### config.mk
export PLATFORM = sky130hd
export DESIGN_NAME = inst_fetch
export DESIGN_NICKNAME = d
export VERILOG_FILES = /design/src/rtl/inst_fetch.sv
export SDC_FILE = /design/constraint.sdc
export NUM_CORES = 1
export LEC_CHECK = 0
export ABC_AREA = 1
export CORE_UTILIZATION = 50
export DETAILED_ROUTE_END_ITERATION = 10
export PLACE_DENSITY_LB_ADDON = 0.2
export SKIP_LAST_GASP = 1
export SYNTH_ARGS = -nofsm -noshare
export SYNTH_HDL_FRONTEND = slang
export SYNTH_SLANG_ARGS = --single-unit
### constraint.sdc
create_clock -name clk -period 9.8 [get_ports clk]
set_clock_uncertainty 0.05 [all_clocks]
set_input_delay 1.96 -clock clk [delete_from_list [all_inputs] [get_ports clk]]
set_output_delay 1.96 -clock clk [all_outputs]
set_load 0.05 [all_outputs]
### src/rtl/inst_fetch.sv
// inst_fetch: fetch-stage initiator for the instruction ROM.
// Holds the PC, reads the ROM (which answers in the same cycle), queues
// {pc, inst} pairs in a small prefetch FIFO and hands the FIFO head to decode
// over a valid/ready handshake. A branch redirect flushes the queue.
// Optional feature macro: FETCH_MISALIGN_TRAP_EN. When it is defined, a
// misaligned redirect parks the fetcher and raises misalign_o.
module inst_fetch #(
  parameter logic [31:0] RESET_PC  = 32'h0000_0000,
  parameter int          BUF_DEPTH = 2
) (
  input  logic        clk,
  input  logic        rst,
  output logic        rom_ce_o,
  output logic [31:0] rom_addr_o,
  input  logic [31:0] rom_inst_i,
  input  logic        branch_flag_i,
  input  logic [31:0] branch_target_i,
  output logic        id_valid_o,
  output logic [31:0] id_inst_o,
  output logic [31:0] id_pc_o,
  input  logic        id_ready_i
`ifdef FETCH_MISALIGN_TRAP_EN
  ,
  output logic        misalign_o
`endif
);

  localparam int PTR_W = $clog2(BUF_DEPTH);
  localparam int CNT_W = PTR_W + 1;
  localparam logic [CNT_W-1:0] DEPTH_C = CNT_W'(BUF_DEPTH);

  logic [31:0]      pc;
  logic             ce_q;
  logic [31:0]      mem_pc   [BUF_DEPTH];
  logic [31:0]      mem_inst [BUF_DEPTH];
  logic [PTR_W-1:0] wr_ptr;
  logic [PTR_W-1:0] rd_ptr;
  logic [CNT_W-1:0] count;
  logic             full;
  logic             pop;
  logic             push;
  logic             fetch_en;
  logic [31:0]      redirect_pc;

`ifdef FETCH_MISALIGN_TRAP_EN
  logic misalign_q;

  // The raw target is kept so the faulting address stays on rom_addr_o.
  assign redirect_pc = branch_target_i;
  assign fetch_en    = ce_q & ~misalign_q;
  assign misalign_o  = misalign_q;

  // Misalign flag: set or cleared by every redirect, depending on the target's low bits.
  always_ff @(posedge clk) begin
    if (rst) begin
      misalign_q <= 1'b0;
    end else if (branch_flag_i) begin
      misalign_q <= |branch_target_i[1:0];
    end
  end
`else
  logic unused_target_lsbs;

  // Without the trap the low target bits are forced to zero, so fetch keeps going.
  assign redirect_pc        = {branch_target_i[31:2], 2'b00};
  assign fetch_en           = ce_q;
  assign unused_target_lsbs = ^branch_target_i[1:0];
`endif

  assign rom_ce_o   = fetch_en;
  assign rom_addr_o = pc;

  // A head entry is consumed when decode takes it. A fetched word is queued
  // when there is room, or when the head leaves in the same cycle.
  assign full       = (count == DEPTH_C);
  assign id_valid_o = (count != '0);
  assign pop        = id_valid_o & id_ready_i;
  assign push       = fetch_en & ~branch_flag_i & (~full | pop);

  assign id_inst_o  = id_valid_o ? mem_inst[rd_ptr] : 32'h0;
  assign id_pc_o    = id_valid_o ? mem_pc[rd_ptr]   : 32'h0;

  // ROM enable: starts on the first edge out of reset and stays on.
  always_ff @(posedge clk) begin
    if (rst) begin
      ce_q <= 1'b0;
    end else begin
      ce_q <= 1'b1;
    end
  end

  // PC: reset, then redirect, then advance one word on each queued fetch.
  always_ff @(posedge clk) begin
    if (rst) begin
      pc <= RESET_PC;
    end else if (branch_flag_i) begin
      pc <= redirect_pc;
    end else if (push) begin
      pc <= pc + 32'd4;
    end
  end

  // FIFO storage: write the current {pc, inst} pair at the tail.
  always_ff @(posedge clk) begin
    if (push && !rst) begin
      mem_pc[wr_ptr]   <= pc;
      mem_inst[wr_ptr] <= rom_inst_i;
    end
  end

  // FIFO bookkeeping: a redirect drops everything queued, including a head taken this cycle.
  always_ff @(posedge clk) begin
    if (rst || branch_flag_i) begin
      wr_ptr <= '0;
      rd_ptr <= '0;
      count  <= '0;
    end else begin
      if (push) begin
        wr_ptr <= wr_ptr + PTR_W'(1);
      end
      if (pop) begin
        rd_ptr <= rd_ptr + PTR_W'(1);
      end
      if (push && !pop) begin
        count <= count + CNT_W'(1);
      end else if (pop && !push) begin
        count <= count - CNT_W'(1);
      end
    end
  end

endmodule

==> out/metrics.yaml, run 1 <==
status: "finished clean"
grt-ovfl-total: 0
p_int_uw: 1230
finalNonFillerCells: 1084
swShare_pct: 26.1
cpMaxStageDelayCell: "inv_2"
syn_inst: 742
yosysUniqueCellTypes: 35
syn_to_final_growth_pct: 33.0
crit_path_start_kind: "flop"
drt_iter0_markers: 445
grt_first_pass_wirelength_um: 26700
synth-edff-count: 124
synth.area.top_cells: "edfxtp_1 53%, nand2_1 13%, dfxtp_1 10%"
synth_warnings: 0
vdd_ir_drop_max_uv: 132
syn_avg_cell_area_um2: 9.49
relSlewSlack_pct: 27.6
mostFrequentLayoutCell: "nand2_1"
max_stage_delay_ns: 0.85
hold_viol_final: 0
clk_latency_ns: 0.42
tns_ns: 0
final_antenna_net_count: 0
antenna_found_initial: 0
rows: 42
hpwl_um: 10800
cts_inserted_buffers: 17
ys_seq_area_share_pct: 63.1
core_area_um2: 13500
drt-total-wl_um: 16900
dieArea_um2: 14600
end_kind: "primary output"
die_h_um: 121
drv_slew: 0
hold_path_class: "flop to flop"
nNetsFinal: 965
pwr-share-comb_pct: 14.0
path_cells: "buf_4 > inv_2 > nand2_1 > a21oi_1 > clkdlybuf4s50_1"
clockBufferDepth: 2
cp.arrival_ns: 3.16
max_slew.worst_pin.slew_ns: 1.09
required_ns: 7.79
rsz0062_at_grt: "no"
grt_max_degree: 64
crit_type: "flop to primary output"
antenna_cells: 0
cts_tree: "built"
vias: 5694
postCtsSetupRepairBufs: 0
cts_resized: 0
layout_common_cells: "245 x nand2_1, 159 x clkdlybuf4s50_1, 124 x edfxtp_1"
gp_congestion: 0.910
htree_levels: 4
cap_violations: 0
clock_sinks: 160
post-route-period-util_pct: 52.8
cp_top_family: "buffers and inverters"
switching_power_uw: 434
finalSetupViolCount: 0
post-place-cells: 1052
cts.reportedPaths.clkPinSlew_ns: 0.06
ys_ff_latch: 160
synth-async-reset-ratio_pct: 0
p_seq_share_pct: 46.4
layout-drive-gt1-share_pct: 7.60
io_pins: 166
portBuffers: 159
seqCellArea_um2: 4450
power_density_nw_per_um2: 178
yosysTopAreaCellShare_pct: 52.9
max_freq_mhz: 193
worst-path-buf-inv: 3
wl_per_cell_um: 15.6
cts_hold_buf: 0
pwr-share-clk_pct: 39.6
fill_cells: 1019
multiInputGateArea_um2: 2210
grt_use_total_pct: 24.1
syn_area_um2: 7040
root_buffer: "clkbuf_16"
p_leak_uw: 0.00335
synth_largest_area_cell: "edfxtp_1"
cp_max_fo: 63
vias_per_cell: 5.25
post-route-drc-count: 0
grt_pass1_vias: 5494
dr.pass1.iters: 5
synthFlopType: "edfxtp_1"
start_util_pct: 52.1
r2r_slack_ns: 7.58
min_period_ns: 5.17
die_w_um: 121
==> flip-flops by register name (all words and copies together), names as in the netlist, named ones only <==
name and count:
count 2, rd_ptr 1, rom_ce_o 1, wr_ptr 1, rom_addr_o 30, mem_pc 60
mem_inst 64
==> layer usage <==
metal / vias to the layer above / routed length [um] / track usage (%)
met1: 2650 / 6980 / 30.2
met2: 230 / 8350 / 40.5
met4: 0 / 420 / 10.9
met3: 36 / 1180 / 4.58
li1: 2778 / - / -
met5: - / 0 / 0
==> per-stage QoR <==
step | power (uW) | hold slack (ns) | utilization, % | cell area (um^2) | setup WS (ns)
after CTS | 1670 | 0.426 | 69.3 | 9360 | 4.60
after detailed placement | 1020 | 0.391 | 64.9 | 8770 | 5.03
after floorplan | 926 | 0.375 | - | 7050 | 2.75
after global placement | 1010 | 0.385 | 64.9 | 8770 | 5.08
after global routing | 1720 | 0.458 | 69.3 | 9360 | 4.41
final | 1660 | 0.433 | 69.3 | 9360 | 4.63
==> final timing paths <==
path | startpoint | end | depth (start not counted)
setup / recovery | flop | id_pc_o[29] | 5
hold / removal | rd_ptr | rd_ptr | 1
setup reg to reg | count[0] | count[1] | 9
hold reg to reg | rd_ptr | rd_ptr | 1
==> cell families after synthesis <==
logic type	Yosys count	share of synthesized area, %
adders and majority gates	2	0.355
DFF	160	63.1
buffers and inverters	102	5.90
and+or+nand+nor	344	20.6
AOI/OAI and AO/OA	129	9.47
other	1	0.0533
xor gates and xnor gates	4	0.498
==> area by class of cell <==
cell class | instances | share of cell area [%]
inverters | 68 | 2.73
flip-flops and latches | 160 | 47.5
multi-input cells | 483 | 23.6
clock inverters | 15 | 1.80
repair buffers | 165 | 17.5
clock buffers | 17 | 4.54
well taps | 176 | 2.35
==> cell usage after synthesis, types with 6 or more instances <==
cell      number
edfxtp_1     124
inv_2          7
nor2_2         8
o21ai_0       18
dfxtp_1       36
nand3_1       37
buf_4          6
clkbuf_1      24
nor2_1        35
a21oi_1       87
o21ai_1       15
inv_1         61
nand2_1      245
==> power groups by stage <==
| stage | Clock [uW] | Sequential [uW] | Combinational [uW] |
|---|---|---|---|
| finish | 658 | 772 | 234 |
| global route | 694 | 774 | 248 |
| CTS | 667 | 772 | 234 |
| detailed placement | 0 | 786 | 233 |
| global placement | 0 | 785 | 229 |
| floorplan | 0 | 809 | 118 |
No activity file was read; power rests on OpenSTA's default activity.
==> inputs of run 2 (changes only) <==
Settings changed: CORE_UTILIZATION 50 to 45.
Clock period 9.8 ns to 4.6 ns, I/O delays scaled along.
==> run 2 against run 1 <==
  * Sequential share of layout area decreased by 0.33 points
  * Worst setup slack got worse by 3.8 ns
  * Via count decreased by 3.6%
  * Register-to-register slack got worse by 5.1 ns
  * Critical path depth decreased by 1
  * Critical path type unchanged
  * Count of clock-buffer cells in the layout increased by 2
  * Combinational power increased by 110%
  * Hold slack got worse by 0.012 ns
  * Cell count increased by 3.4%
  * Global-route usage decreased by 2.8 points
  * Die area increased by 11%
  * Core utilization decreased by 7.5 points
==> out/metrics.yaml, run 2 (same netlist as run 1, synthesis figures left out) <==
regMostFlops: "mem_inst"
relSlewSlack_pct: 55.5  # +28 points
drt-total-wl_um: 16700  # -1.6%
grt_max_degree: 63  # -1.6%
power_density_nw_per_um2: 369  # +110%
htree_levels: 4  # unchanged
hold_depth: 1  # unchanged
drt_iter0_markers: 349  # -22%
grt_pass1_vias: 5156  # -6.2%
clk_latency_ns: 0.42  # about the same
hold_viol_final: 0  # unchanged
largest_register_ffs: 64  # unchanged
start_util_pct: 46.1  # -6.0 points
antenna_cells: 0  # unchanged
max_freq_mhz: 265
hpwl_um: 10700  # -0.32%
root_buffer: "clkbuf_16"
grt-ovfl-total: 0  # unchanged
mostFrequentLayoutCell: "nand2_1"
crit_path_start_kind: "flop"
cp.depth: 4  # -1
path_cells: "buf_4 > nand2_1 > a21oi_1 > clkdlybuf4s50_1"
max_slew.worst_pin.slew_ns: 0.666  # -0.420 ns
rsz0062_at_grt: "no"
setup_ws_ns: 0.831  # -3.80 ns
vdd_ir_drop_max_uv: 263  # +99%
portBuffers: 159  # unchanged
tns_ns: 0  # unchanged
post-route-period-util_pct: 81.9
die_h_um: 127  # +5.3%
nNetsFinal: 967  # +0.21%
dieArea_um2: 16100  # +11%
gp_congestion: 0.865  # -4.9%
worst-path-buf-inv: 2  # -1
cp_top_family: "buffers and inverters"
cts_tree: "built"
vias: 5487  # -3.6%
core_area_um2: 15300  # +13%
cts.reportedPaths.clkPinSlew_ns: 0.06  # about the same
cap_violations: 0  # unchanged
dp_worst_setup_slack_ns: 1.26  # -3.77 ns
die_w_um: 127  # +5.3%
status: "finished clean"
finalSetupViolCount: 0  # unchanged
cts_hold_buf: 0  # unchanged
wl_per_cell_um: 14.9  # -4.8%
cts_inserted_buffers: 17  # unchanged
required_ns: 3.63  # -4.16 ns
cp_max_fo: 43  # -32%
cp.arrival_ns: 2.80  # -0.36 ns
io_pins: 166  # unchanged
cpMaxStageDelayCell: "clkdlybuf4s50_1"
grt_first_pass_wirelength_um: 26100  # -2.2%
r2r_cells: 9  # unchanged
max_stage_delay_ns: 0.87  # +0.02 ns
grt_use_total_pct: 21.3  # -2.8 points
hold_path_class: "flop to flop"
layout_common_cells: "245 x nand2_1, 159 x clkdlybuf4s50_1, 124 x edfxtp_1"
rows: 45  # +7.1%
antenna_found_initial: 0  # unchanged
p_leak_uw: 0.00338  # +0.79%
min_period_ns: 3.77
drv_slew: 0  # unchanged
clock_sinks: 160  # unchanged
syn_to_final_growth_pct: 33.9
vias_per_cell: 4.89  # -6.8%
end_kind: "primary output"
dr.pass1.iters: 5  # unchanged
clockBufferDepth: 2  # unchanged
final_antenna_net_count: 0  # unchanged
postCtsSetupRepairBufs: 0  # unchanged
layout-drive-gt1-share_pct: 7.91  # +0.31 points
crit_type: "flop to primary output"
cts_resized: 0  # unchanged
post-route-drc-count: 0  # unchanged
run 2: cell count changes in the layout (fill, tap and decap cells not counted), sizes merged:
cell and delta:
clkinvlp -4, clkinv +2, clkbuf +2, buf +2
bufinv -2, inv +2
run 2: final timing paths:
kind	startpoint	endpoint	slack [ns]
hold / removal	rd_ptr	rd_ptr	0.42
setup reg to reg	count[0]	count[1]	2.46
hold reg to reg	rd_ptr	rd_ptr	0.42
setup / recovery	flop	id_pc_o[14]	0.83
run 2: final cells by class:
cell class	count	area, um^2
clock buffers	19	454
clock inverters	13	110
fillers	1252	5830
inverters	68	255
multi-input cells	483	2210
flip-flops and latches	160	4450
well taps	211	264
repair buffers	167	1690
run 2: power breakdown:
group	leakage [uW]	switching (uW)	internal, uW
clock network	0.000283	555	775
registers	0.00144	44.7	1600
logic	0.00166	323	175
total	0.00338	923	2550
run 2: metrics by stage:
stage	util (%)	hold WS, ns	instances	total power (uW)	area [um^2]
3_3_place_gp	58.1	0.388	1089	2170	8860
3_5_place_dp	58.1	0.400	1089	2170	8860
4_1_cts	61.8	0.409	1121	3510	9430
2_1_floorplan	-	0.375	745	1970	7050
6_report	61.8	0.421	1121	3470	9430
5_1_grt	61.8	0.443	1121	3610	9430
run 2: per-layer routing:
layer | part of all wire, % | wire length (um) | track usage [%] | vias to the layer above
li1 | - | - | - | 2770
met1 | 44 | 7290 | 27.2 | 2499
met5 | 0 | 0 | 0 | -
met4 | 2.3 | 383 | 9.38 | 0
met3 | 6.2 | 1030 | 5.03 | 28
met2 | 48 | 7960 | 34.9 | 190
==> inputs of run 3 (changes only) <==
Settings changed: CORE_UTILIZATION 45 to 50.
Clock period 4.6 ns to 3.75 ns, I/O delays scaled along.
==> run 3 against run 2 <==
  * Non-clock buffer count stayed put
  * Routed wire length is 3.7% higher
  * Combinational power is 23% higher
  * Total power is 28% higher
  * Sequential share of layout area is 0.056 points lower
  * Global-route usage is 3.5 points higher
  * First-iteration DRC count is 40% higher
==> out/metrics.yaml, run 3 (same netlist as run 1, synthesis figures left out) <==
status: "finished clean"
pwr-share-clk_pct: 40.7  # +2.4 points
die_w_um: 121  # -5.1%
p_seq_share_pct: 45.4  # -2.0 points
postCtsSetupRepairBufs: 0  # unchanged
required_ns: 2.95  # -0.68 ns
cts_resized: 0  # unchanged
cts_inserted_buffers: 17  # unchanged
cp.arrival_ns: 2.74  # -0.06 ns
tns_ns: 0  # unchanged
post-route-period-util_pct: 94.5
grt_max_degree: 64  # +1.6%
die_h_um: 121  # -5.1%
clock_sinks: 160  # unchanged
power_density_nw_per_um2: 471  # +28%
antenna_cells: 0  # unchanged
grt_use_total_pct: 24.8  # +3.5 points
hold-worst-slack_ns: 0.397  # -0.0241 ns
start_util_pct: 52.1  # +6.0 points
vdd_ir_drop_max_uv: 315  # +20%
syn_to_final_growth_pct: 34.1
layout-drive-gt1-share_pct: 8.46  # +0.55 points
swShare_pct: 25.9  # -0.61 points
finalSetupViolCount: 0  # unchanged
nNetsFinal: 967  # unchanged
vias_per_cell: 5.27  # +7.7%
hold_path_class: "flop to flop"
cts.reportedPaths.clkPinSlew_ns: 0.06  # about the same
hpwl_um: 11100  # +3.1%
cts_tree: "built"
fill_cells: 1001  # -20%
antenna_found_initial: 0  # unchanged
hold_viol_final: 0  # unchanged
gp_congestion: 0.910  # +5.2%
grt_first_pass_wirelength_um: 27400  # +5.1%
switching_power_uw: 1150  # +25%
crit_path_start_kind: "flop"
clockBufferDepth: 2  # unchanged
crit_type: "flop to primary output"
p_int_uw: 3290  # +29%
portBuffers: 159  # unchanged
core_area_um2: 13500  # -11%
vias: 5724  # +4.3%
max_freq_mhz: 282
htree_levels: 4  # unchanged
cp_max_fo: 45  # +4.7%
p_leak_uw: 0.00341  # +0.96%
cts_hold_buf: 0  # unchanged
final_antenna_net_count: 0  # unchanged
place_area_um2: 8820  # -0.52%
drt-total-wl_um: 17300  # +3.7%
stdcell_area_um2: 9440  # +0.12%
largest_register_ffs: 64  # unchanged
pwr-share-comb_pct: 13.8  # -0.5 points
io_pins: 166  # unchanged
post-route-drc-count: 0  # unchanged
clk_latency_ns: 0.43  # about the same
mostFrequentLayoutCell: "nand2_1"
rows: 42  # -6.7%
finalPower_uw: 4440  # +28%
root_buffer: "clkbuf_16"
layout_common_cells: "245 x nand2_1, 153 x clkdlybuf4s50_1, 124 x edfxtp_1"
min_period_ns: 3.54
regMostFlops: "mem_inst"
relSlewSlack_pct: 52.8  # -2.7 points
grt_pass1_vias: 5654  # +9.7%
end_kind: "primary output"
drt_iter0_markers: 490  # +40%
drv_slew: 0  # unchanged
wl_per_cell_um: 15.9  # +7.1%
dieArea_um2: 14600  # -9.8%
max_slew.worst_pin.slew_ns: 0.708  # +0.0416 ns
dr.pass1.iters: 5  # unchanged
grt-ovfl-total: 0  # unchanged
rsz0062_at_grt: "no"
cap_violations: 0  # unchanged
-- run 3: critical path, cell delays in order, from the launching register on --
cell	delay [ns]
dfxtp_2	0.56
buf_4	0.51
nand2_1	0.09
a21oi_1	0.28
clkdlybuf4s50_1	0.86
-- run 3: area by class of cell --
class	count	area (um^2)	share of cell area, %
timing repair buffer	167	1670	17.7
clock buffer	19	433	4.59
multi-input combinational	483	2220	23.5
clock inverter	13	189	2.00
inverter	68	255	2.70
sequential	160	4450	47.1
tap	176	220	2.33
-- run 3: worst paths after layout --
path	from	end	slack [ns]	cells past startpoint
worst max-delay path	flop	id_pc_o[14]	0.21	4
worst min-delay path	rd_ptr	flop	0.40	1
worst max register to register	count[0]	rom_addr_o[10]	1.90	9
worst min register to register	rd_ptr	flop	0.40	1
-- run 3: metrics by stage --
stage	setup slack, ns	cells	util (%)
global placement	0.659	1054	65.3
detailed placement	0.654	1054	65.3
CTS	0.176	1086	69.9
floorplan	-0.185	745	-
finish	0.206	1086	69.9
global route	0.0895	1086	69.9
-- run 3: layer usage --
layer | up-vias | GRT usage [%] | share of wire [%]
met3 | 39 | 5.71 | 8.0
met4 | 0 | 11.3 | 2.6
met1 | 2629 | 31.0 | 41
met5 | - | 0 | 0
li1 | 2773 | - | -
met2 | 283 | 41.1 | 48
-- run 3: power by group through the flow --
stage                     Clock (uW)  Sequential, uW  Combinational, uW
after floorplan                    0            2110                308
after detailed placement           0            2060                612
after CTS                       1840            2020                615
after global placement             0            2050                602
after global routing            1900            2030                649
final                           1810            2020                615
